`src/rtl/alu_pkg.sv`:
```
// Shared definitions for the ALU arbiter slice: ALU opcodes, datapath widths
// and the arbiter FSM state encoding.
package alu_pkg;

    localparam int ALU_DATA_W = 8;
    localparam int ALU_OP_W   = 4;

    localparam logic [ALU_OP_W-1:0] ALU_OP_ADD = 4'b0000;
    localparam logic [ALU_OP_W-1:0] ALU_OP_SUB = 4'b0001;

    typedef enum logic [1:0] {
        ARB_IDLE = 2'd0,
        ARB_EXEC = 2'd1,
        ARB_RESP = 2'd2
    } arb_state_t;

endpackage

```
`src/rtl/alu_arbiter_rr.sv`:
```
// Combinational round-robin picker.
// Ports:
//   req     : per-requester pending vector
//   ptr     : highest-priority index for this search
//   gnt     : one-hot selection (all zero when nothing is pending)
//   gnt_id  : binary index of the selected requester
//   gnt_any : at least one requester pending
// The pointer register itself lives in the parent.
module rr_arbiter #(
    parameter int NUM_REQ = 4,
    localparam int ID_W   = $clog2(NUM_REQ)
) (
    input  logic [NUM_REQ-1:0] req,
    input  logic [ID_W-1:0]    ptr,
    output logic [NUM_REQ-1:0] gnt,
    output logic [ID_W-1:0]    gnt_id,
    output logic               gnt_any
);

    always_comb begin
        int               s;
        logic [ID_W-1:0]  c;
        gnt     = '0;
        gnt_id  = '0;
        gnt_any = 1'b0;
        for (int k = 0; k < NUM_REQ; k++) begin
            // Walk indices ptr, ptr+1, ... wrapping at NUM_REQ (which need
            // not be a power of two, so the wrap is explicit).
            s = int'(ptr) + k;
            if (s >= NUM_REQ) begin
                s = s - NUM_REQ;
            end
            c = ID_W'(s);
            if (!gnt_any && req[c]) begin
                gnt_any = 1'b1;
                gnt[c]  = 1'b1;
                gnt_id  = c;
            end
        end
    end

endmodule

```
`src/rtl/alu_arbiter.sv`:
```
// Shares one external combinational ALU among NUM_REQ requesters.
// A pending request is picked round-robin, its operands are latched onto the
// ALU bus, the ALU result is registered and returned on a valid/ready channel
// tagged with the requester index.
// Ports:
//   clk, rst_n              : clock, async active-low reset
//   req_valid / req_ready   : per-requester request, one-hot grant pulse
//   req_a, req_b, req_op    : packed per-requester operands and opcode
//   alu_a, alu_b, alu_op    : registered ALU bus
//   alu_result              : combinational ALU output
//   rsp_valid / rsp_ready   : response handshake
//   rsp_id, rsp_result      : owning requester index and registered result
//
// state    | meaning
// ARB_IDLE | nothing in flight, grant any pending request
// ARB_EXEC | ALU bus holds latched operands, result captured at cycle end
// ARB_RESP | response presented; on handshake, grant the next request
module alu_arbiter
    import alu_pkg::*;
#(
    parameter int NUM_REQ = 4,
    parameter int DATA_W  = ALU_DATA_W,
    parameter int OP_W    = ALU_OP_W,
    localparam int ID_W   = $clog2(NUM_REQ)
) (
    input  logic                      clk,
    input  logic                      rst_n,
    input  logic [NUM_REQ-1:0]        req_valid,
    output logic [NUM_REQ-1:0]        req_ready,
    input  logic [NUM_REQ*DATA_W-1:0] req_a,
    input  logic [NUM_REQ*DATA_W-1:0] req_b,
    input  logic [NUM_REQ*OP_W-1:0]   req_op,
    output logic [DATA_W-1:0]         alu_a,
    output logic [DATA_W-1:0]         alu_b,
    output logic [OP_W-1:0]           alu_op,
    input  logic [DATA_W-1:0]         alu_result,
    output logic                      rsp_valid,
    input  logic                      rsp_ready,
    output logic [ID_W-1:0]           rsp_id,
    output logic [DATA_W-1:0]         rsp_result
);

    arb_state_t        state_q, state_d;
    logic [ID_W-1:0]   ptr_q, ptr_d;
    logic [ID_W-1:0]   gnt_id_q, gnt_id_d;
    logic [DATA_W-1:0] alu_a_q, alu_a_d;
    logic [DATA_W-1:0] alu_b_q, alu_b_d;
    logic [OP_W-1:0]   alu_op_q, alu_op_d;
    logic              rsp_valid_q, rsp_valid_d;
    logic [ID_W-1:0]   rsp_id_q, rsp_id_d;
    logic [DATA_W-1:0] rsp_result_q, rsp_result_d;

    logic [NUM_REQ-1:0] arb_gnt;
    logic [ID_W-1:0]    arb_id;
    logic               arb_any;
    logic               grant_en;

    rr_arbiter #(.NUM_REQ(NUM_REQ)) u_rr (
        .req     (req_valid),
        .ptr     (ptr_q),
        .gnt     (arb_gnt),
        .gnt_id  (arb_id),
        .gnt_any (arb_any)
    );

    always_comb begin
        state_d      = state_q;
        ptr_d        = ptr_q;
        gnt_id_d     = gnt_id_q;
        alu_a_d      = alu_a_q;
        alu_b_d      = alu_b_q;
        alu_op_d     = alu_op_q;
        rsp_valid_d  = rsp_valid_q;
        rsp_id_d     = rsp_id_q;
        rsp_result_d = rsp_result_q;
        grant_en     = 1'b0;
        req_ready    = '0;

        case (state_q)
            ARB_IDLE: begin
                grant_en = 1'b1;
                if (arb_any) begin
                    state_d = ARB_EXEC;
                end
            end
            ARB_EXEC: begin
                rsp_valid_d  = 1'b1;
                rsp_id_d     = gnt_id_q;
                rsp_result_d = alu_result;
                state_d      = ARB_RESP;
            end
            ARB_RESP: begin
                // The response is consumed on this edge; the next one (if
                // any) only appears after another EXEC cycle.
                if (rsp_ready) begin
                    rsp_valid_d = 1'b0;
                    grant_en    = 1'b1;
                    state_d     = arb_any ? ARB_EXEC : ARB_IDLE;
                end
            end
            default: begin
                state_d = ARB_IDLE;
            end
        endcase

        if (grant_en && arb_any) begin
            req_ready = arb_gnt;
            gnt_id_d  = arb_id;
            alu_a_d   = req_a[arb_id*DATA_W +: DATA_W];
            alu_b_d   = req_b[arb_id*DATA_W +: DATA_W];
            alu_op_d  = req_op[arb_id*OP_W +: OP_W];
            ptr_d     = (arb_id == ID_W'(NUM_REQ-1)) ? '0 : arb_id + 1'b1;
        end
    end

    always_ff @(posedge clk or negedge rst_n) begin
        if (!rst_n) begin
            state_q      <= ARB_IDLE;
            ptr_q        <= '0;
            gnt_id_q     <= '0;
            alu_a_q      <= '0;
            alu_b_q      <= '0;
            alu_op_q     <= '0;
            rsp_valid_q  <= 1'b0;
            rsp_id_q     <= '0;
            rsp_result_q <= '0;
        end else begin
            state_q      <= state_d;
            ptr_q        <= ptr_d;
            gnt_id_q     <= gnt_id_d;
            alu_a_q      <= alu_a_d;
            alu_b_q      <= alu_b_d;
            alu_op_q     <= alu_op_d;
            rsp_valid_q  <= rsp_valid_d;
            rsp_id_q     <= rsp_id_d;
            rsp_result_q <= rsp_result_d;
        end
    end

    assign alu_a      = alu_a_q;
    assign alu_b      = alu_b_q;
    assign alu_op     = alu_op_q;
    assign rsp_valid  = rsp_valid_q;
    assign rsp_id     = rsp_id_q;
    assign rsp_result = rsp_result_q;

endmodule

```
`config.mk`:
```
export PLATFORM = sky130hd
export DESIGN_NAME = alu_arbiter
export DESIGN_NICKNAME = d
export VERILOG_FILES = /design/src/rtl/alu_pkg.sv /design/src/rtl/alu_arbiter_rr.sv /design/src/rtl/alu_arbiter.sv
export SDC_FILE = /design/constraint.sdc
export NUM_CORES = 1
export LEC_CHECK = 0
export CAP_MARGIN = 10
export CORE_UTILIZATION = 41
export CTS_CLUSTER_DIAMETER = 120
export DETAILED_ROUTE_END_ITERATION = 8
export GPL_TIMING_DRIVEN = 1
export PLACE_DENSITY = 0.82
export SETUP_SLACK_MARGIN = 0.4
export SYNTH_ARGS = -nofsm -noshare
export SYNTH_HDL_FRONTEND = slang
export SYNTH_SLANG_ARGS = --single-unit
export TNS_END_PERCENT = 5
```
`constraint.sdc`:
```
create_clock -name clk -period 3.8 [get_ports clk]
set_clock_uncertainty 0.05 [all_clocks]
set_input_delay 0.57 -clock clk [delete_from_list [all_inputs] [get_ports clk]]
set_output_delay 0.57 -clock clk [all_outputs]
set_load 0.005 [all_outputs]
```
==> impl_metrics.csv <==
group,metric,value,unit
logic_synthesis,yosys.cell_count.top_type,"a211oi_2",
cts,clock-sinks,37,
sta,max_freq,0.309,GHz
global_route,grt_use_total,0.208,
min_path,hold_class,"input port to async pin",
cts,path_clk_slew,0.08,ns
floorplan,fp.dieW,82.8,um
cells_and_area,final_nets,469,
pwr,p_seq_frac,0.215,
logic_synthesis,yosys_register_bits,37,
pwr,p_comb_frac,0.680,
worst_setup_path,start_kind,"flip-flop",
logic_synthesis,yosysTopAreaCell,"dfrtp_1",
place,portBuffers,129,
sta,rsz0062_at_grt,"false",
global_route,grt_max_degree,41,
place,place.gp.congestion,0.812,
logic_synthesis,ys.flop_type,"dfrtp_1",
worst_setup_path,cpMaxStageDelayCell,"mux4_2",
logic_synthesis,syn_nets,344,
floorplan,start_util,0.424,
floorplan,row_count,29,
pwr,switchingPower,1.40,mW
sta,slew_headroom,0.422,
logic_synthesis,ys_seq_area_frac,0.346,
logic_synthesis,yosys_warnings,0,
place,dpl_cell_area,3970,sq um
sta,drv_slew,0,
detailed_routing,totalWireLength,7100,um
logic_synthesis,async_reset_ff_frac,1.00,
pwr,leakagePower,1.63,nW
logic_synthesis,yosysUniqueCellTypes,39,
global_route,antenna_found_initial,0,
global_route,first_global_vias,2274,
detailed_routing,antenna_left,0,
floorplan,die_y,82.8,um
detailed_routing,drt_iter0_drc,55,
worst_setup_path,cpMostUsedCell,"nor2_1",
floorplan,core_area,6310,sq um
pwr,max-vdd-ir-drop,0.554,mV
cells_and_area,n_antenna_cell,0,
cells_and_area,drive_gt1_frac,0.207,
cts,clk_latency,0.29,ns
pwr,p_int,1.93,mW
floorplan,die-area,6860,sq um
cells_and_area,fin_cells,444,
cells_and_area,area_growth,53.3,%
sta,hold_viol_final,0,
sta,finalCritPeriodShare,0.853,
detailed_routing,wl_per_cell,16.0,um
worst_setup_path,cpPeakStageDelay,0.63,ns
pwr,finalPower,3.33,mW
logic_synthesis,netlist_area,2680,sq um
cts,h-tree-depth,2,
worst_setup_path,crit_path_max_fanout,14,
detailed_routing,drc_errors,0,
logic_synthesis,syn_area_per_cell,11.1,sq um
worst_setup_path,crit_type,"flip-flop to output port",
logic_synthesis,synth_edf_count,0,
floorplan,ios,130,
logic_synthesis,synth_common_cells,"40 x a211oi_2, 37 x dfrtp_1, 34 x nor2_1",
run_status,status,"finished clean",
place,detailed_place_hpwl,5120,um
cells_and_area,fin_area,4100,sq um
job,maxCapViolations,0,
detailed_routing,first_pass_iters,4,
worst_setup_path,cp.arrival,2.62,ns
cts,cts_made_buffers,5,
pwr,p_clk_frac,0.105,
global_route,overflow,0,
sta,period_needed,3.24,ns
logic_synthesis,synth_area_leaders,"dfrtp_1 35%, a211oi_2 19%, mux2i_1 9.0%",
worst_setup_path,worst_ep_required_time,3.18,ns
worst_setup_path,endpoint_kind,"output port",
cts,cts_root_buf,"clkbuf_8",
cts,cts_tree,"built",
sta,worst_pin_slew,0.864,ns
logic_synthesis,syn_inst,241,
place,post-place-cells,435,
cts,cts_buffer_depth,2,
detailed_routing,vias,2438,
global_route,grt_pass1_wl,10700,um
pwr,switching_share,0.420,
sta,finalSetupTns,0,ns
pwr,power.density,812,nW/um^2
sta,final-setup-viol-count,0,
logic_synthesis,netlist.area_leader.share,0.346,
cts,cts_hold_buf,0,
detailed_routing,vias_per_cell,5.49,
worst_setup_path,crit_chain,"buf_4 > mux4_2 > a22oi_1 > nor2_1 > a221oi_1 > nor2_1 > clkdlybuf4s50_1",
## critical path, delay by kind of cell, from the launching register on
kind,cells,cell delay [ns]
and+or+nand+nor,2,0.14
AOI/OAI and AO/OA,2,0.52
buffers and inverters,2,0.68
DFF,1,0.36
muxes,1,0.63
## per-layer routing
layer  vias up  GRT usage  part of all wire
li1       1144          -                 -
met1      1180      0.256              0.41
met2       104      0.362              0.50
met3        10     0.0470             0.079
met4         0     0.0621             0.010
met5         -          0                 0
## area by class of cell
cell class,instances,area [sq um]
multi-input combinational,180,1600
clock buffer,5,68.8
inverter,5,18.8
timing repair buffer,137,1350
fill,528,2210
clock inverter,3,46.3
sequential,37,926
tap,77,96.3
## registers in the layout, summed over array words and instances, names as in the netlist
name,cells
alu_op,4
rsp_result,8
ptr_q,2
gnt_id_q,2
alu_a,8
rsp_id,2
rsp_valid,1
state_q,2
alu_b,8
## worst paths after layout
check | from | end | slack, ns | cells after the start
worst min-delay path | rst_n | rsp_result[0] | 0.33 | 1
worst max register to register | ptr_q[0] | alu_op[2] | 0.98 | 6
worst max-delay path | ptr_q[0] | req_ready[1] | 0.56 | 7
worst min register to register | state_q[1] | rsp_valid | 0.44 | 1
min in group clk | state_q[1] | rsp_valid | 0.44 | 1
max in group asynchronous | rst_n | alu_a[2] | 2.84 | 1
## cell families after synthesis
family	Yosys count	share of synthesized area
AO/OA/AOI/OAI	82	0.307
adder cells (fa/ha/maj)	8	0.0374
AND/OR/NAND/NOR	50	0.0846
buffers and inverters	24	0.0617
XOR/XNOR	3	0.00982
multiplexers	37	0.154
flip-flops	37	0.346
## through the flow
step / setup WS, ns / hold WS (ns) / utilization
floorplan: 1.09 / 0.224 / -
global placement: 0.421 / 0.410 / 0.628
detailed placement: 0.345 / 0.421 / 0.628
CTS: 0.415 / 0.360 / 0.647
global route: 0.420 / 0.399 / 0.650
finish: 0.560 / 0.325 / 0.650
## power groups by stage
stage | Combinational [mW] | Sequential [mW] | Clock [mW]
after global routing | 2.48 | 0.742 | 0.376
final | 2.27 | 0.715 | 0.348
after detailed placement | 2.25 | 0.721 | 0
after floorplan | 1.60 | 0.734 | 0
after CTS | 2.27 | 0.716 | 0.359
after global placement | 2.20 | 0.711 | 0
## repair_timing
| item | 4_1_cts | 5_1_grt |
|---|---|---|
| setup buffers | 1 | 0 |
| resized for setup | 2 | 5 |
| endpoints found under the setup margin | 4 | 4 |
## cell usage in the layout (no fill, tap or decap), types with 2 or more instances in the layout
cell type        instances
clkdlybuf4s50_1        124
a211oi_2                40
dfrtp_1                 37
nor2_1                  34
mux2i_1                 24
a21boi_0                20
mux2_2                  10
buf_4                    8
ha_1                     7
nand2_1                  5
clkbuf_8                 5
inv_1                    4
a22oi_1                  4
a221oi_1                 4
o211ai_1                 3
a21oi_1                  3
o21ai_0                  3
xnor2_1                  3
nor3_1                   2
mux4_2                   2
dlymetal6s2s_1           2
dlygate4sd2_1            2
Power figures use the tool's default switching activity.
